[src/rtl/instr_fetch_unit_if.sv]
// ----------------------------------------------------------------------------
// instr_fetch_unit_if
// Decoded-instruction bus from the fetch unit to the control / register-file
// stage. Valid/ready handshake plus the address and decoded fields of the
// presented instruction.
//
// Signals
//   out_valid  fetch -> consumer  decoded instruction valid
//   out_ready  consumer -> fetch  transfer happens when out_valid && out_ready
//   pc_out     fetch -> consumer  address of the presented instruction
//   opcode     fetch -> consumer  top OP_W bits of the word
//   jump       fetch -> consumer  low 3*REG_W bits (jump target)
//   jiz        fetch -> consumer  low 2*REG_W bits (jump-if-zero target)
//   addA       fetch -> consumer  first register field
//   addB       fetch -> consumer  second register field
//   write_add  fetch -> consumer  destination register field
//   iformat    fetch -> consumer  same bits as write_add, format selector
//
// Modports: master = fetch unit, slave = consumer.
// ----------------------------------------------------------------------------
interface instr_fetch_unit_if #(
    parameter int OP_W   = 4,
    parameter int REG_W  = 4,
    parameter int ADDR_W = 4
);
    logic                 out_valid;
    logic                 out_ready;
    logic [ADDR_W-1:0]    pc_out;
    logic [OP_W-1:0]      opcode;
    logic [3*REG_W-1:0]   jump;
    logic [2*REG_W-1:0]   jiz;
    logic [REG_W-1:0]     addA;
    logic [REG_W-1:0]     addB;
    logic [REG_W-1:0]     write_add;
    logic [REG_W-1:0]     iformat;

    modport master (
        output out_valid, pc_out, opcode, jump, jiz, addA, addB, write_add, iformat,
        input  out_ready
    );

    modport slave (
        input  out_valid, pc_out, opcode, jump, jiz, addA, addB, write_add, iformat,
        output out_ready
    );
endinterface

[src/rtl/instr_fetch_unit.sv]
// ----------------------------------------------------------------------------
// instr_fetch_unit
// Instruction fetch and field decode for the 16-bit RISC core. A program
// counter walks a DEPTH-word instruction memory (combinational read); each
// fetched word is registered and presented, split into its fields, on a
// valid/ready bus. Supports jump redirect, consumer backpressure and HALT.
//
// Ports
//   clk             rising-edge clock
//   rst_n           synchronous reset, active-low
//   en              fetch enable
//   redirect_valid  load PC with redirect_pc and flush the presented word
//   redirect_pc     jump target (taken modulo DEPTH)
//   halted          high while the unit sits in the HALTED state
//   ifu             decoded-instruction bus (instr_fetch_unit_if.master)
//   wr_en/wr_addr/wr_data  program-load write port, only with IMEM_WRITE_EN
//
// Build option
//   IMEM_WRITE_EN   defined: memory gets a write port (read-before-write on a
//                   same-cycle fetch, out-of-range addresses ignored).
//                   undefined: read-only memory, initialised to all zeros.
// ----------------------------------------------------------------------------
module instr_fetch_unit #(
    parameter int              OP_W      = 4,
    parameter int              REG_W     = 4,
    parameter int              DEPTH     = 16,
    parameter int              ADDR_W    = 4,
    parameter logic [OP_W-1:0] HALT_OP   = 4'hF,
    parameter string           INIT_FILE = "",
    localparam int             INSTR_W   = OP_W + 3*REG_W
) (
    input  logic                clk,
    input  logic                rst_n,
    input  logic                en,
    input  logic                redirect_valid,
    input  logic [ADDR_W-1:0]   redirect_pc,
`ifdef IMEM_WRITE_EN
    input  logic                wr_en,
    input  logic [ADDR_W-1:0]   wr_addr,
    input  logic [INSTR_W-1:0]  wr_data,
`endif
    output logic                halted,
    instr_fetch_unit_if.master  ifu
);

    typedef enum logic [1:0] {IDLE, RUN, HALTED} state_t;

    logic [INSTR_W-1:0] imem [DEPTH];

    state_t             state_q, state_d;
    logic [ADDR_W-1:0]  pc_q, pc_d;
    logic [ADDR_W-1:0]  pc_inc;
    logic [ADDR_W-1:0]  redir_pc;
    logic [INSTR_W-1:0] rd_word;
    logic               fetch;
    logic               vld_d;

    logic [INSTR_W-1:0] instr_p1;
    logic [ADDR_W-1:0]  pc_p1;
    logic               vld_p1;

`ifdef IMEM_WRITE_EN
    // The fetch register samples rd_word at the same edge as this write, so a
    // same-cycle fetch of wr_addr naturally sees the old word.
    always_ff @(posedge clk) begin
        if (wr_en && (32'(wr_addr) < 32'(DEPTH)))
            imem[wr_addr] <= wr_data;
    end
`else
    // Read-only program image.
    initial begin
        for (int i = 0; i < DEPTH; i++)
            imem[i] = '0;
    end
`endif

    assign rd_word  = imem[pc_q];
    // Explicit compare keeps the wrap correct for non-power-of-2 DEPTH.
    assign pc_inc   = (pc_q == ADDR_W'(DEPTH - 1)) ? '0 : pc_q + ADDR_W'(1);
    assign redir_pc = ADDR_W'(32'(redirect_pc) % 32'(DEPTH));

    always_comb begin
        state_d = state_q;
        pc_d    = pc_q;
        vld_d   = vld_p1;
        fetch   = 1'b0;
        if (redirect_valid) begin
            // Redirect beats fetch and stall and drops any unaccepted word.
            state_d = RUN;
            pc_d    = redir_pc;
            vld_d   = 1'b0;
        end else begin
            unique case (state_q)
                IDLE: begin
                    if (en)
                        state_d = RUN;
                end
                RUN: begin
                    if (en && (!vld_p1 || ifu.out_ready)) begin
                        fetch = 1'b1;
                        pc_d  = pc_inc;
                        vld_d = 1'b1;
                        if (rd_word[INSTR_W-1 -: OP_W] == HALT_OP)
                            state_d = HALTED;
                    end else if (vld_p1 && ifu.out_ready) begin
                        vld_d = 1'b0;
                    end
                end
                HALTED: begin
                    // The HALT word itself still has to be handed over.
                    if (vld_p1 && ifu.out_ready)
                        vld_d = 1'b0;
                end
                default: state_d = IDLE;
            endcase
        end
    end

    // ---- stage p1: registered fetch result ----
    always_ff @(posedge clk) begin
        if (!rst_n) begin
            state_q  <= IDLE;
            pc_q     <= '0;
            vld_p1   <= 1'b0;
            pc_p1    <= '0;
            instr_p1 <= '0;
        end else begin
            state_q <= state_d;
            pc_q    <= pc_d;
            vld_p1  <= vld_d;
            if (fetch) begin
                instr_p1 <= rd_word;
                pc_p1    <= pc_q;
            end
        end
    end

    assign halted        = (state_q == HALTED);
    assign ifu.out_valid = vld_p1;
    assign ifu.pc_out    = pc_p1;
    assign ifu.opcode    = instr_p1[INSTR_W-1 -: OP_W];
    assign ifu.jump      = instr_p1[3*REG_W-1:0];
    assign ifu.jiz       = instr_p1[2*REG_W-1:0];
    assign ifu.addA      = instr_p1[3*REG_W-1 -: REG_W];
    assign ifu.addB      = instr_p1[2*REG_W-1 -: REG_W];
    assign ifu.write_add = instr_p1[REG_W-1:0];
    assign ifu.iformat   = instr_p1[REG_W-1:0];

endmodule

[src/flat_wrapper.sv]
// flat-port wrapper written by rule: the top's interface ports become plain ports
module instr_fetch_unit_flat 
#(
    parameter int              OP_W      = 4,
    parameter int              REG_W     = 4,
    parameter int              DEPTH     = 16,
    parameter int              ADDR_W    = 4,
    parameter logic [OP_W-1:0] HALT_OP   = 4'hF,
    parameter string           INIT_FILE = "",
    localparam int             INSTR_W   = OP_W + 3*REG_W
)
  (clk, rst_n, en, redirect_valid, redirect_pc, halted, ifu_out_valid, ifu_pc_out, ifu_opcode, ifu_jump, ifu_jiz, ifu_addA, ifu_addB, ifu_write_add, ifu_iformat, ifu_out_ready);
  instr_fetch_unit_if #(.OP_W(OP_W), .REG_W(REG_W), .ADDR_W(ADDR_W)) ifu_i ();
  input  logic clk;
  input  logic rst_n;
  input  logic en;
  input  logic redirect_valid;
  input  logic [ADDR_W-1:0] redirect_pc;
  output logic halted;
  output wire logic [$bits(ifu_i.out_valid)-1:0] ifu_out_valid;
  output wire logic [$bits(ifu_i.pc_out)-1:0] ifu_pc_out;
  output wire logic [$bits(ifu_i.opcode)-1:0] ifu_opcode;
  output wire logic [$bits(ifu_i.jump)-1:0] ifu_jump;
  output wire logic [$bits(ifu_i.jiz)-1:0] ifu_jiz;
  output wire logic [$bits(ifu_i.addA)-1:0] ifu_addA;
  output wire logic [$bits(ifu_i.addB)-1:0] ifu_addB;
  output wire logic [$bits(ifu_i.write_add)-1:0] ifu_write_add;
  output wire logic [$bits(ifu_i.iformat)-1:0] ifu_iformat;
  input wire logic [$bits(ifu_i.out_ready)-1:0] ifu_out_ready;
  assign ifu_out_valid = ifu_i.out_valid;
  assign ifu_pc_out = ifu_i.pc_out;
  assign ifu_opcode = ifu_i.opcode;
  assign ifu_jump = ifu_i.jump;
  assign ifu_jiz = ifu_i.jiz;
  assign ifu_addA = ifu_i.addA;
  assign ifu_addB = ifu_i.addB;
  assign ifu_write_add = ifu_i.write_add;
  assign ifu_iformat = ifu_i.iformat;
  assign ifu_i.out_ready = ifu_out_ready;
  instr_fetch_unit #(.OP_W(OP_W), .REG_W(REG_W), .DEPTH(DEPTH), .ADDR_W(ADDR_W), .HALT_OP(HALT_OP), .INIT_FILE(INIT_FILE)) u_core (.clk(clk), .rst_n(rst_n), .en(en), .redirect_valid(redirect_valid), .redirect_pc(redirect_pc), .halted(halted), .ifu(ifu_i));
endmodule
[config.mk]
export PLATFORM = sky130hd
export DESIGN_NAME = instr_fetch_unit_flat
export DESIGN_NICKNAME = d
export VERILOG_FILES = /design/src/rtl/instr_fetch_unit_if.sv /design/src/rtl/instr_fetch_unit.sv /design/src/flat_wrapper.sv
export SDC_FILE = /design/constraint.sdc
export NUM_CORES = 1
export LEC_CHECK = 0
export BUFFER_PORTS_ARGS = -buffer_cell sky130_fd_sc_hd__buf_2
export CAP_MARGIN = 20
export CORE_MARGIN = 3
export CORE_UTILIZATION = 42
export DETAILED_ROUTE_END_ITERATION = 8
export GPL_ROUTABILITY_DRIVEN = 0
export GPL_TIMING_DRIVEN = 0
export PLACE_DENSITY_LB_ADDON = 0.15
export SYNTH_ARGS = -nofsm -noshare
export SYNTH_HDL_FRONTEND = slang
export SYNTH_SLANG_ARGS = --single-unit
[constraint.sdc]
create_clock -name clk -period 1.5 [get_ports clk]
set_input_delay 0.075 -clock clk [delete_from_list [all_inputs] [get_ports clk]]
set_output_delay 0.075 -clock clk [all_outputs]
set_load 0.02 [all_outputs]
==> reports/metrics.yaml, run 1 <==
run_status:
  status: "completed"
floorplanning:
  die_h_um: 52.1
  die-width_um: 52.1
  pin_count: 55
  start_util: 0.450
  die_area_sq_um: 2710
  placementRows: 16
  core_area_sq_um: 1980
setup_path:
  rr_endpoint: "u_core.pc_q[2]"
  cp.arrival_ps: 1490
  startpoint_type: "register"
  worstPathRequired_ps: 1660
  worst-r2r-setup-slack_ps: 170
  worstSetupEndpointType: "register"
  path_max_fanout: 4
  ff2ff_path_depth: 5
  worstSetupPathType: "reg -> reg"
  rr_startpoint: "u_core.state_q[1]"
power_and_ir_drop:
  power_uw: 799
  power_frac_comb: 0.339
  switching_share: 0.352
  p_leak_nw: 0.663
  p_sw_uw: 281
  ir_drop_uv: 607
  seq_power_share: 0.402
  p_int_uw: 518
  powerDensity_nw_per_um2: 683
  pwr-share-clk: 0.259
final_layout:
  final_net_count: 177
  layout-drive-gt1-share: 0.383
  area_growth_pct: 31.1
  num_antenna_cells: 0
cts:
  cts_sinks: 11
  htree_levels: 1
  post_cts_buffers: 0
  cts_tree: "yes"
  cts_resized: 0
  root_buffer: "clkbuf_4"
  clk_latency_ps: 270
  clk_pin_slew_ps: 80
  holdBufCountCts: 0
  numCtsBuffers: 3
  clock_path_buffers: 2
route:
  route.detailed.drc: 0
  wl_per_cell_um: 8.54
  vias: 696
  routed_wl_um: 1610
  antenna_left: 0
  viasPerCell: 3.68
  first_pass_iters: 1
  drt_iter0_drc: 0
min_path:
  hold_path.class: "in -> reg"
  holdPathStages: 3
  worstHoldStart: "redirect_pc[3]"
  whs_endpoint: "u_core.pc_q[3]"
global_route:
  grt_pass1_wl_um: 2510
  antenna_found_initial: 0
  gr-max-usage-layer: "met2"
  grt-ovfl-total: 0
  grt_pass1_vias: 597
  grt_use_total: 0.127
  grt_max_degree: 11
  grt_use_met3: 0.0516
  use_met2: 0.222
  met1_usage: 0.128
sta:
  slew_violations: 0
  final.period_utilization: 0.887
  skew_ps: 9.89
  setup_viol: 0
  finalSetupTns_ps: 0
  fmax_mhz: 751
  finalHoldViolations: 0
  rsz0062_at_grt: "false"
  fin_crit_ps: 1330
synthesis:
  syn-cell-area_sq_um: 892
  yosys.cell_types.count: 26
  avgSynthCellArea_sq_um: 8.50
  synth_edf_count: 0
  ys_seq_area_frac: 0.247
  synth-async-reset-ratio: 0
  syn-instance-count: 105
  ys_seq_elements: 11
  ys.flop_type: "dfxtp_1"
  yosys_warnings: 0
place:
  hpwl_um: 1310
  portBuffers: 14
run:
  drv_cap: 0
-- placed cells by master, fill, tap and decap left out --
| cell type | Yosys | final |
|---|---|---|
| o41ai_1 | 1 | 1 |
| buf_4 | 40 | 40 |
| clkinv_2 | 0 | 1 |
| o2111ai_1 | 2 | 2 |
| o211a_1 | 1 | 1 |
| a211oi_1 | 1 | 1 |
| buf_2 | 1 | 15 |
| a2bb2oi_1 | 1 | 1 |
| mux2i_1 | 5 | 5 |
| ha_1 | 5 | 5 |
| nor3_1 | 1 | 1 |
| a32oi_1 | 1 | 1 |
| nor2_4 | 1 | 1 |
| o211ai_4 | 1 | 1 |
| nand2b_1 | 1 | 1 |
| nand2_1 | 10 | 10 |
| conb_1 | 1 | 40 |
| a21oi_1 | 6 | 6 |
| dfxtp_1 | 11 | 11 |
| clkbuf_4 | 0 | 3 |
| inv_1 | 5 | 5 |
| inv_2 | 1 | 1 |
| and4b_1 | 1 | 1 |
| xnor2_1 | 1 | 1 |
| nor2_1 | 2 | 2 |
| o21ai_0 | 3 | 3 |
| xor2_1 | 1 | 1 |
| nand3_1 | 1 | 1 |
-- power by group through the flow --
| stage | Combinational (mW) | Sequential, mW | Clock [mW] |
|---|---|---|---|
| after floorplan | 0.229 | 0.327 | 0 |
| after global placement | 0.262 | 0.326 | 0 |
| after detailed placement | 0.265 | 0.327 | 0 |
| after CTS | 0.267 | 0.320 | 0.212 |
| after global routing | 0.296 | 0.323 | 0.226 |
| final | 0.271 | 0.321 | 0.207 |
-- layout make-up --
type	count	area (sq um)
fill	196	812
clock inverter	1	5.00
clock buffer	3	22.5
sequential	11	220
buffer	41	305
timing repair buffer	14	70.1
inverter	6	22.5
multi-input combinational	86	490
tap	27	33.8
-- flip-flops by register name (all words and copies together), names as in the netlist --
signal / count
u_core.pc_q: 4
u_core.ifu.out_valid: 1
u_core.state_q: 2
u_core.ifu.pc_out: 4
-- layer usage --
metal	routed length, um	share of wire	vias to the layer above
li1	-	-	381
met1	634	0.39	284
met2	801	0.50	31
met3	177	0.11	0
met4	0	0	0
met5	0	0	-
-- metrics by stage --
stage	area (sq um)	util	hold WS [ps]	instances	setup slack, ps
2_1_floorplan	1040	-	205	144	251
3_3_place_gp	1140	0.576	314	185	218
3_5_place_dp	1140	0.576	313	185	174
4_1_cts	1170	0.590	22.6	189	162
5_1_grt	1170	0.590	37.6	189	75.9
6_report	1170	0.590	29.2	189	169
-- how the worst max path moves through the flow --
stage,from,to,slack [ps],cells past startpoint
floorplan,u_core.state_q[0],u_core.state_q[0],250,4
global placement,u_core.state_q[1],u_core.pc_q[2],220,5
detailed placement,u_core.state_q[1],u_core.pc_q[2],170,5
CTS,u_core.state_q[1],u_core.pc_q[2],160,5
global route,u_core.state_q[1],u_core.pc_q[2],80,5
finish,u_core.state_q[1],u_core.pc_q[2],170,5
-- critical path, cell delays in order (launching register included) --
cell	delay [ps]
dfxtp_1	310
inv_1	120
ha_1	280
o2111ai_1	160
xnor2_1	150
o211a_1	210
-- logic make-up (layout without fill, tap and decap cells) --
kind of cell | Yosys count | after routing | synth area share
simple gates | 17 | 17 | 0.0926
compound gates | 17 | 17 | 0.143
fa+ha+maj | 5 | 5 | 0.0701
flops | 11 | 11 | 0.247
buf+inv | 47 | 65 | 0.367
mux | 5 | 5 | 0.0561
xor+xnor | 2 | 2 | 0.0196
other cells | 1 | 40 | 0.00420
-- Yosys cell counts, types with 2 or more instances --
cell	instances	share of area
ha_1	5	0.070
nand2_1	10	0.042
o2111ai_1	2	0.020
buf_4	40	0.34
o21ai_0	3	0.017
dfxtp_1	11	0.25
a21oi_1	6	0.034
inv_1	5	0.021
mux2i_1	5	0.056
nor2_1	2	0.0084
No activity file was read; power rests on OpenSTA's default activity.
==> inputs of run 2 (changes only) <==
--- a/config.mk
+++ b/config.mk
@@ -7,12 +7,15 @@
 export LEC_CHECK = 0
 export BUFFER_PORTS_ARGS = -buffer_cell sky130_fd_sc_hd__buf_2
 export CAP_MARGIN = 20
+export CELL_PAD_IN_SITES_DETAIL_PLACEMENT = 0
+export CELL_PAD_IN_SITES_GLOBAL_PLACEMENT = 1
 export CORE_MARGIN = 3
-export CORE_UTILIZATION = 42
+export CORE_UTILIZATION = 29
 export DETAILED_ROUTE_END_ITERATION = 8
 export GPL_ROUTABILITY_DRIVEN = 0
 export GPL_TIMING_DRIVEN = 0
 export PLACE_DENSITY_LB_ADDON = 0.15
+export RECOVER_POWER = 100
 export SYNTH_ARGS = -nofsm -noshare
 export SYNTH_HDL_FRONTEND = slang
 export SYNTH_SLANG_ARGS = --single-unit
==> reports/metrics.yaml, run 2 (synthesis results as in run 1) <==
run_status:
  status: "completed"
setup_path:
  rr_startpoint: "u_core.state_q[1]"
  cp_num_cells: 5  # unchanged
  worstSetupEndpointType: "register"
  ff2ff_path_depth: 5  # unchanged
  critPathTopFamily: "compound AO/OA/AOI/OAI gates"
  worstSetupPathType: "reg -> reg"
  cpMaxStageDelayCell: "dfxtp_1"
  cp.arrival_ps: 1450  # -40 ps
  path_max_fanout: 4  # unchanged
  startpoint_type: "register"
  critPathMaxStageDelay_ps: 310  # about the same
  crit_path_start: "u_core.state_q[1]"
  worstPathRequired_ps: 1660  # about the same
  path_cells: "inv_1 > ha_1 > o2111ai_1 > xnor2_1 > o211a_1"
  cp_num_buf_inv: 1  # unchanged
route:
  antenna_left: 0  # unchanged
  drt_iter0_drc: 7  # +7
  first_pass_iters: 4  # +3
  route.detailed.drc: 0  # unchanged
  wl_per_cell_um: 8.21  # -3.9%
  vias: 730  # +4.9%
  routed_wl_um: 1580  # -1.9%
  viasPerCell: 3.78  # +2.7%
cts:
  cts_sinks: 11  # unchanged
  cts_resized: 0  # unchanged
  clk_pin_slew_ps: 70  # about the same
  root_buffer: "clkbuf_4"
  cts_tree: "yes"
  htree_levels: 1  # unchanged
  post_cts_buffers: 0  # unchanged
  clk_latency_ps: 260  # about the same
  numCtsBuffers: 3  # unchanged
  holdBufCountCts: 0  # unchanged
  clock_path_buffers: 2  # unchanged
sta:
  skew_ps: 6.53  # -3.37 ps
  slew_violations: 0  # unchanged
  fmax_mhz: 779  # +3.7%
  finalHoldViolations: 0  # unchanged
  final.period_utilization: 0.856  # -0.0313
  finalSetupTns_ps: 0  # unchanged
  rsz0062_at_grt: "false"
  setup_viol: 0  # unchanged
  fin_crit_ps: 1280  # -46.9 ps
  whs_ps: 49.1  # +20.0 ps
global_route:
  antenna_found_initial: 0  # unchanged
  grt_pass1_wl_um: 2250  # -10%
  grt_pass1_vias: 532  # -11%
  gr-max-usage-layer: "met2"
  met1_usage: 0.0946  # -0.0332
  grt-ovfl-total: 0  # unchanged
  grt_use_total: 0.0811  # -0.0459
  grt_use_met3: 0.0147  # -0.0369
  use_met2: 0.130  # -0.0918
  grt_max_degree: 11  # unchanged
power_and_ir_drop:
  power_frac_comb: 0.341  # +0.002
  seq_power_share: 0.407  # +0.005
  pwr-share-clk: 0.252  # -0.007
  p_int_uw: 521  # +0.55%
  p_leak_nw: 0.635  # -4.3%
  powerDensity_nw_per_um2: 675  # -1.2%
  ir_drop_uv: 253  # -58%
  p_sw_uw: 266  # -5.3%
  switching_share: 0.338  # -0.0136
final_layout:
  layout-drive-gt1-share: 0.340  # -0.0432
  post-route-util: 0.409  # -0.182
  final_net_count: 177  # unchanged
  area_growth_pct: 30.7
  design_area_sq_um: 1170  # -0.32%
  final_cell_mix: "buf_4, conb_1, dfxtp_1"
  instances_no_fill: 193  # +2.1%
  num_antenna_cells: 0  # unchanged
  n_fill_cell: 304  # +55%
place:
  portBuffers: 14  # unchanged
  placed_area_sq_um: 1150  # +0.44%
  dp.cells: 189  # +2.2%
  hpwl_um: 1360  # +3.4%
floorplanning:
  die-width_um: 61.5  # +18%
  pin_count: 55  # unchanged
  die_h_um: 61.5  # +18%
  placementRows: 19  # +3
  die_area_sq_um: 3780  # +39%
  core_area_sq_um: 2850  # +44%
  start_util: 0.313  # -0.137
run:
  drv_cap: 0  # unchanged
min_path:
  worstHoldStart: "redirect_pc[3]"
  hold_path.class: "in -> reg"
  holdPathStages: 3  # unchanged
==> run 2: worst register-to-register path: stages, from the launching register on <==
cell       delay [ps]
dfxtp_1           310
inv_1             110
ha_1              270
o2111ai_1         160
xnor2_1           150
o211a_1           200
==> run 2: routing by layer <==
metal / vias up / routed length [um]
li1: 388 / -
met1: 304 / 689
met2: 34 / 728
met3: 4 / 131
met4: 0 / 34
met5: - / 0
==> run 2: per-stage QoR <==
| step | setup slack [ps] | power, mW |
|---|---|---|
| after global placement | 194 | 0.591 |
| after detailed placement | 206 | 0.592 |
| after global routing | 88.4 | 0.848 |
| final | 216 | 0.787 |
| after floorplan | 251 | 0.556 |
| after CTS | 183 | 0.798 |
==> run 2: final cells by class <==
| cell class | instances | area [sq um] | area share |
|---|---|---|---|
| inverters | 6 | 22.5 | 0.0193 |
| flip-flops and latches | 11 | 220 | 0.189 |
| repair buffers | 14 | 62.6 | 0.0536 |
| plain buffers | 41 | 305 | 0.262 |
| well taps | 31 | 38.8 | 0.0333 |
| multi-input cells | 86 | 490 | 0.421 |
| clock buffers | 4 | 26.3 | 0.0225 |
==> run 2: final timing paths <==
check                                            end  slack, ps
worst max-delay path                  u_core.pc_q[2]        220
worst min-delay path                  u_core.pc_q[3]         50
worst max register to register        u_core.pc_q[2]        220
worst min register to register  u_core.ifu.pc_out[2]        460
==> run 2: power by group through the flow <==
stage	Sequential [mW]	Clock (mW)	Combinational, mW
global placement	0.326	0	0.264
CTS	0.320	0.212	0.266
finish	0.320	0.198	0.268
global route	0.323	0.230	0.295
floorplan	0.327	0	0.229
detailed placement	0.327	0	0.265
